`src/rtl/pic_loader_pkg.sv`:
```
// Shared definitions for the picture loader.
//   FRAME_W/FRAME_H : default frame geometry in pixels
//   TILE_W/TILE_H   : default tile geometry; six tiles cover one frame
//   CNT_W           : width of the row and column counters
//   state_t         : loader control states
//   pixel_t         : one {r,g,b} pixel, one bit per channel
package pic_loader_pkg;

  localparam int FRAME_W = 512;
  localparam int FRAME_H = 384;
  localparam int TILE_W  = 256;
  localparam int TILE_H  = 128;
  localparam int CNT_W   = 9;

  typedef enum logic [1:0] {
    ST_IDLE,
    ST_SYNC,
    ST_LOAD
  } state_t;

  typedef logic [2:0] pixel_t;

endpackage

```
`src/rtl/pic_loader_raster_counter.sv`:
```
// Raster position counter for the loader.
//   clk, rst_n : clock, asynchronous active-low reset
//   clear      : move the position to the origin (0,0)
//   step       : advance one pixel in raster order; wraps after the final pixel
//                clear together with step means the origin pixel is consumed
//                this cycle, so the position becomes (0,1)
//   row, col   : current position
//   last       : current position is the final pixel of the frame
module raster_counter
  import pic_loader_pkg::*;
#(
  parameter int FRAME_W = pic_loader_pkg::FRAME_W,
  parameter int FRAME_H = pic_loader_pkg::FRAME_H
) (
  input  logic             clk,
  input  logic             rst_n,
  input  logic             clear,
  input  logic             step,
  output logic [CNT_W-1:0] row,
  output logic [CNT_W-1:0] col,
  output logic             last
);

  localparam logic [CNT_W-1:0] COL_LAST = CNT_W'(FRAME_W - 1);
  localparam logic [CNT_W-1:0] ROW_LAST = CNT_W'(FRAME_H - 1);

  logic col_end;

  assign col_end = (col == COL_LAST);
  assign last    = col_end && (row == ROW_LAST);

  // NOTE: async reset lives in the sensitivity list; state uses <= only so
  // every flop samples pre-edge values regardless of block ordering.
  always_ff @(posedge clk or negedge rst_n) begin
    if (!rst_n) begin
      row <= '0;
      col <= '0;
    end else if (clear && step) begin
      row <= '0;
      col <= CNT_W'(1);
    end else if (clear) begin
      row <= '0;
      col <= '0;
    end else if (step) begin
      if (col_end) begin
        col <= '0;
        row <= (row == ROW_LAST) ? '0 : row + 1'b1;
      end else begin
        col <= col + 1'b1;
      end
    end
  end

endmodule

```
`src/rtl/pic_loader.sv`:
```
// Loads one raster frame from a pixel stream into six tile memories.
//   clk, rst_n  : clock, asynchronous active-low reset
//   start       : one-cycle request to load a frame (ignored while busy)
//   s_valid     : pixel beat valid
//   s_sof       : beat is pixel (0,0)
//   s_data      : pixel {r,g,b}
//   s_ready     : beat accepted this cycle when s_valid is high
//   we          : tile memory write enable (one cycle after acceptance)
//   wsel        : tile index {row/TILE_H, col/TILE_W}
//   waddr       : tile-local address {row%TILE_H, col%TILE_W}
//   wdata       : pixel written
//   busy        : waiting for start-of-frame or loading
//   frame_done  : pulses with the write of the final pixel
//   resync      : pulses with the write of a start-of-frame beat seen mid-frame
module pic_loader #(
  parameter int FRAME_W = pic_loader_pkg::FRAME_W,
  parameter int FRAME_H = pic_loader_pkg::FRAME_H,
  parameter int TILE_W  = pic_loader_pkg::TILE_W,
  parameter int TILE_H  = pic_loader_pkg::TILE_H
) (
  input  logic        clk,
  input  logic        rst_n,
  input  logic        start,
  input  logic        s_valid,
  input  logic        s_sof,
  input  logic [2:0]  s_data,
  output logic        s_ready,
  output logic        we,
  output logic [2:0]  wsel,
  output logic [14:0] waddr,
  output logic [2:0]  wdata,
  output logic        busy,
  output logic        frame_done,
  output logic        resync
);

  import pic_loader_pkg::*;

  localparam int COL_BITS = $clog2(TILE_W);
  localparam int ROW_BITS = $clog2(TILE_H);

  state_t           state;
  logic [CNT_W-1:0] row;
  logic [CNT_W-1:0] col;
  logic             last;
  logic             cnt_clear;
  logic             cnt_step;

  raster_counter #(
    .FRAME_W (FRAME_W),
    .FRAME_H (FRAME_H)
  ) u_counter (
    .clk   (clk),
    .rst_n (rst_n),
    .clear (cnt_clear),
    .step  (cnt_step),
    .row   (row),
    .col   (col),
    .last  (last)
  );

  // Ready and busy decode straight from the state flop, so they drop with reset.
  assign s_ready = (state != ST_IDLE);
  assign busy    = (state != ST_IDLE);

  // A start-of-frame beat is always written at the origin, so the counter is
  // told to consume (0,0) rather than the position it currently holds.
  always_comb begin
    // NOTE: defaults first so no path through the case leaves a latch.
    cnt_clear = 1'b0;
    cnt_step  = 1'b0;
    case (state)
      ST_IDLE: cnt_clear = start;
      ST_SYNC: begin
        cnt_clear = s_valid && s_sof;
        cnt_step  = s_valid && s_sof;
      end
      ST_LOAD: begin
        cnt_clear = s_valid && s_sof;
        cnt_step  = s_valid;
      end
      default: ;
    endcase
  end

  always_ff @(posedge clk or negedge rst_n) begin
    if (!rst_n) begin
      state      <= ST_IDLE;
      we         <= 1'b0;
      wsel       <= '0;
      waddr      <= '0;
      wdata      <= '0;
      frame_done <= 1'b0;
      resync     <= 1'b0;
    end else begin
      we         <= 1'b0;
      frame_done <= 1'b0;
      resync     <= 1'b0;
      case (state)
        ST_IDLE: begin
          if (start) state <= ST_SYNC;
        end
        ST_SYNC: begin
          // Beats before the first start-of-frame are accepted and dropped.
          if (s_valid && s_sof) begin
            we    <= 1'b1;
            wsel  <= '0;
            waddr <= '0;
            wdata <= s_data;
            state <= ST_LOAD;
          end
        end
        ST_LOAD: begin
          if (s_valid) begin
            we    <= 1'b1;
            wdata <= s_data;
            if (s_sof) begin
              wsel   <= '0;
              waddr  <= '0;
              resync <= 1'b1;
            end else begin
              wsel  <= {row[CNT_W-1:ROW_BITS], col[CNT_W-1:COL_BITS]};
              waddr <= {row[ROW_BITS-1:0], col[COL_BITS-1:0]};
              if (last) begin
                frame_done <= 1'b1;
                state      <= ST_IDLE;
              end
            end
          end
        end
        default: state <= ST_IDLE;
      endcase
    end
  end

endmodule

```
`config.mk`:
```
export PLATFORM = sky130hd
export DESIGN_NAME = pic_loader
export DESIGN_NICKNAME = d
export VERILOG_FILES = /design/src/rtl/pic_loader_pkg.sv /design/src/rtl/pic_loader_raster_counter.sv /design/src/rtl/pic_loader.sv
export SDC_FILE = /design/constraint.sdc
export NUM_CORES = 1
export LEC_CHECK = 0
export BUFFER_PORTS_ARGS = -buffer_cell sky130_fd_sc_hd__buf_2
export CAP_MARGIN = 0
export CELL_PAD_IN_SITES_DETAIL_PLACEMENT = 1
export CELL_PAD_IN_SITES_GLOBAL_PLACEMENT = 1
export CORE_MARGIN = 1
export CORE_UTILIZATION = 40
export CTS_BUF_LIST = sky130_fd_sc_hd__clkbuf_16
export DETAILED_ROUTE_END_ITERATION = 6
export PLACE_DENSITY_LB_ADDON = 0.1
export SETUP_SLACK_MARGIN = 0.2
export SYNTH_ARGS = -nofsm -noshare
export SYNTH_HDL_FRONTEND = slang
export SYNTH_SLANG_ARGS = --single-unit
```
`constraint.sdc`:
```
create_clock -name clk -period 3.2 [get_ports clk]
set_input_delay 0.64 -clock clk [delete_from_list [all_inputs] [get_ports clk]]
set_output_delay 0.64 -clock clk [all_outputs]
set_load 0.02 [all_outputs]
```
Word-level counts from Yosys, hierarchy flattened --
Cells that the tools add are included.
Word-level totals: register bits after elaboration 44, input port bits 8
Cells by class: add/subtract/negate cells 2, equal/unequal tests 9, muxes and demuxes 38, reductions and logical operators 12
Operator list (number):
- 2-to-1 mux 9 bit | 9
- 2-to-1 mux 15 bit | 3
- case mux 15 bit (2 select lines) | 1
- adder 9 x 1 -> 9 bit, second input constant | 2
- equality test 9 bit, second input constant | 2
- 2-to-1 mux 3 bit | 5
- case mux 3 bit (2 select lines) | 2
- 2-to-1 mux 2 bit | 5
- != test 2 bit, second input constant | 5
- 2-to-1 mux 1 bit | 9
- case mux 1 bit (2 select lines) | 3
- case mux 2 bit (3 select lines) | 1
- nonzero test 3 bit | 2
- AND reduction 5 bit | 1
- nonzero test 2 bit | 2
- logical AND 1 bit | 3
- AND reduction 3 bit | 1
- equality test 2 x 1 -> 1 bit, second input constant | 1
- equality test 2 bit, second input constant | 1
- logical NOT 2 bit | 1
- AND reduction 2 bit | 1
- OR reduction 2 bit | 1

Depth between registers and ports, before layout --
word-level depth 6, depth in mapped cells 9

Modules after synthesis --
From an unflattened synthesis, not the netlist that was laid out.
Unflattened totals: cells, all modules 224, area total of the unflattened synthesis 2232.1 µm²
By module, submodules not included:
- pic_loader | instances 1, cells each 114, area an instance 1261.2 µm², seq. area each 650.6 µm²
- raster_counter | instances 1, cells each 110, area an instance 970.9 µm², seq. area each 450.4 µm²

Worst setup path after synthesis --
Ideal clock, no wire load.
kind reg-to-reg, start point register u_counter.col[2], end point register u_counter.row[4], library setup time 0.066 ns, arrival time 2.014 ns, data required time 3.134 ns, slack 1.120 ns, stages on the path, launching flop included 10, period minus slack after synthesis 2.080 ns, path through dfrtp_1 -> and4_1 -> nand2_1 -> nor2_1 -> ha_1 -> and3_1 -> nand2_1 -> clkbuf_1 -> or4_1 -> nand2_1
On the way: cells in the longest elaborated chain, start to end 3
Ends and longest elaborated chain:
- start, declared | line pic_loader_raster_counter.sv:20 | output logic [CNT_W-1:0] col,
- start signal, assigned | line pic_loader_raster_counter.sv:49 | col <= col + 1'b1;
- equality test 9 bit | line pic_loader_raster_counter.sv:29 | assign col_end = (col == COL_LAST);
- nonzero test 3 bit (no line)
- AND reduction 2 bit (no line)
- end signal, assigned | line pic_loader_raster_counter.sv:47 | row <= (row == ROW_LAST) ? '0 : row + 1'b1;
- end, declared | line pic_loader_raster_counter.sv:19 | output logic [CNT_W-1:0] row,
Every way passes these cells. A chain may end at the register's enable or synchronous reset.

Final worst setup path --
start point register u_counter.col[0], end point register u_counter.row[0]
Same word-level chain as after synthesis.

==> impl_metrics.tcl <==
set metrics [dict create \
    status "finished clean" \
    diodes 0 \
    leakage_nw 1.18 \
    wl_per_cell_um 15.0 \
    grt_setup_unrepaired "false" \
    dr_total_vias 1696 \
    powerDensity_mw_per_mm2 648 \
    clk_pin_slew_ns 0.06 \
    grt_max_degree 45 \
    syn_inst 224 \
    post-route-period-util_pct 76.0 \
    io_pins 34 \
    drt-pass1-iter-count 4 \
    synth_top_cells_by_area "dfrtp_1 52%, nand2_1 10%, o21ai_0 5.6%" \
    htreeDepth 2 \
    placed_area_mm2 0.00235 \
    worstMarginPinSlew_ns 0.986 \
    drc 0 \
    grt.total_usage_pct 19.5 \
    cts_sinks 44 \
    gp_congestion 0.786 \
    async_reset_ff_share_pct 100 \
    ys_seq_area_share_pct 51.5 \
    syn-cell-area_mm2 0.00214 \
    synth_warnings 0 \
    numCtsBuffers 5 \
    postCtsSetupRepairBufs 0 \
    required_ns 3.39 \
    synth_seq_cells 44 \
    die_x_um 75.1 \
    synth_edf_count 0 \
    grt_pass1_wl_um 8050 \
    grt_overflow 0 \
    ant_nets 0 \
    syn_avg_cell_area_um2 9.54 \
    syn-num-nets 241 \
    hold_viol 0 \
    yosys-top-cells-count "58 x nand2_1, 44 x dfrtp_1, 24 x o21ai_0" \
    synth_top_area_share_pct 51.5 \
    cts_tree "built" \
    slew_headroom_pct 34.3 \
    peakVddDrop_mv 0.397 \
    clockBufferDepth 2 \
    grt_pass1_vias 1622 \
    coreArea_mm2 0.00514 \
    die_h_um 75.1 \
    cts_hold_buffers 0 \
    maxCapViolCount 0 \
    path_class "reg -> reg" \
    start_util_pct 41.6 \
    startpoint_type "register" \
    cts_resized 0 \
    viasPerCell 5.17 \
    end_kind "register" \
    insertion_delay_ns 0.28 \
    yosys.area.top_type "dfrtp_1" \
    fill_cells 630 \
    dr.first_iter.drc_count 70 \
    antenna_found_initial 0 \
    cp_max_fo 11 \
    finalMaxSlewViolations 0 \
    cp.arrival_ns 2.62 \
    hold_class "reg -> reg" \
    fmax_mhz 411 \
    skew_ns 0.00565 \
    hpwl_um 3430 \
    setup_viol_count_final 0 \
    synth_top_flop_cell "dfrtp_1" \
    cts-root-buf "clkbuf_16" \
    portBuffers 33 \
    layout-drive-gt1-share_pct 18.6 \
    post-route-min-period_ns 2.43 \
    fp.dieArea_mm2 0.00564 \
    ff_latch_area_mm2 0.00110 \
    area_growth_pct 16.7 \
    fin_tns_setup_ns 0 \
    rows 26 \
    fin_nets 274 \
    wl_um 4920 \
    multi_input_area_um2 956 \
    final_cell_area_mm2 0.00249 \
    synth.distinct_cells 36 \
    post-synth-top-count-cell "nand2_1" \
]
-- cell families after synthesis --
family	count (synthesis)	share of synthesized area, %
muxes	7	3.63
AOI/OAI and AO/OA	46	12.4
xor gates and xnor gates	3	1.23
adders and majority gates	9	5.27
and+or+nand+nor	98	22.2
DFF	44	51.5
buffers and inverters	17	3.75
-- cells in the final DEF, fill, tap and decap left out, drive strengths merged --
master,n
buf,35
mux2,6
and4b,1
a32o,1
ha,9
clkinv,3
mux2i,1
o21ai,25
or3,5
a22oi,1
and3,1
or4,5
nand4,5
and4,3
and2,6
a222oi,1
a21o,1
nand3b,3
clkbuf,5
xor2,2
nor2,6
a21oi,11
or4b,1
nand3,4
a31oi,1
dfrtp,44
nand2,58
xnor2,1
o2111ai,3
a22o,1
o31ai,1
inv,8
-- worst paths after layout --
check                                              from                            to  slack (ns)  cells after the start
setup / recovery           u_counter.col[0]$_DFFE_PN0P_  u_counter.row[0]$_DFFE_PN0P_        0.77                      8
hold / removal                    waddr[11]$_DFFE_PN0P_         waddr[11]$_DFFE_PN0P_        0.47                      2
setup reg to reg           u_counter.col[0]$_DFFE_PN0P_  u_counter.row[0]$_DFFE_PN0P_        0.77                      8
hold reg to reg                   waddr[11]$_DFFE_PN0P_         waddr[11]$_DFFE_PN0P_        0.47                      2
max in group asynchronous                         rst_n  u_counter.row[0]$_DFFE_PN0P_        2.07                      1
min in group asynchronous                         rst_n           wsel[2]$_DFFE_PN0P_        0.51                      1
-- state kept, by name, summed over array words and instances, names as in the netlist, 2 cells and up --
signal,count
state,2
waddr,15
u_counter.row,9
wdata,3
u_counter.col,9
wsel,3
-- area by class of cell --
class / count / area share (%)
well taps: 70 / 3.51
flip-flops and latches: 44 / 44.2
inverters: 8 / 1.20
clock inverters: 3 / 0.552
clock buffers: 5 / 5.02
multi-input cells: 163 / 38.3
repair buffers: 35 / 7.23
-- through the flow --
step	setup slack, ns	util, %	hold slack (ns)	std cells	total power, mW
2_1_floorplan	1.12	-	0.344	224	1.02
3_3_place_gp	0.899	45.8	0.457	320	1.15
3_5_place_dp	0.820	45.8	0.464	320	1.14
4_1_cts	0.749	48.5	0.479	328	1.64
5_1_grt	0.521	48.5	0.497	328	1.73
6_report	0.767	48.5	0.472	328	1.62
-- critical path, cell delays in order, from the launching register on --
cell	delay [ns]
dfrtp_1	0.43
ha_1	0.27
nand2_1	0.07
nor2_1	0.09
ha_1	0.33
and3_1	0.30
nand2_1	0.24
or3_1	0.40
a21oi_1	0.20
-- power breakdown --
group	switching, mW	internal (mW)
logic	0.327	0.164
clock network	0.204	0.283
registers	0.0350	0.603
total	0.566	1.05
-- layer usage --
metal / global-route usage, % / part of all wire, % / routed length (um)
met1: 27.6 / 50 / 2460
met3: 5.35 / 4.4 / 218
met2: 28.8 / 44 / 2190
met4: 6.71 / 1.2 / 58
met5: 0 / 0 / 0
No activity file was read; power rests on OpenSTA's default activity.
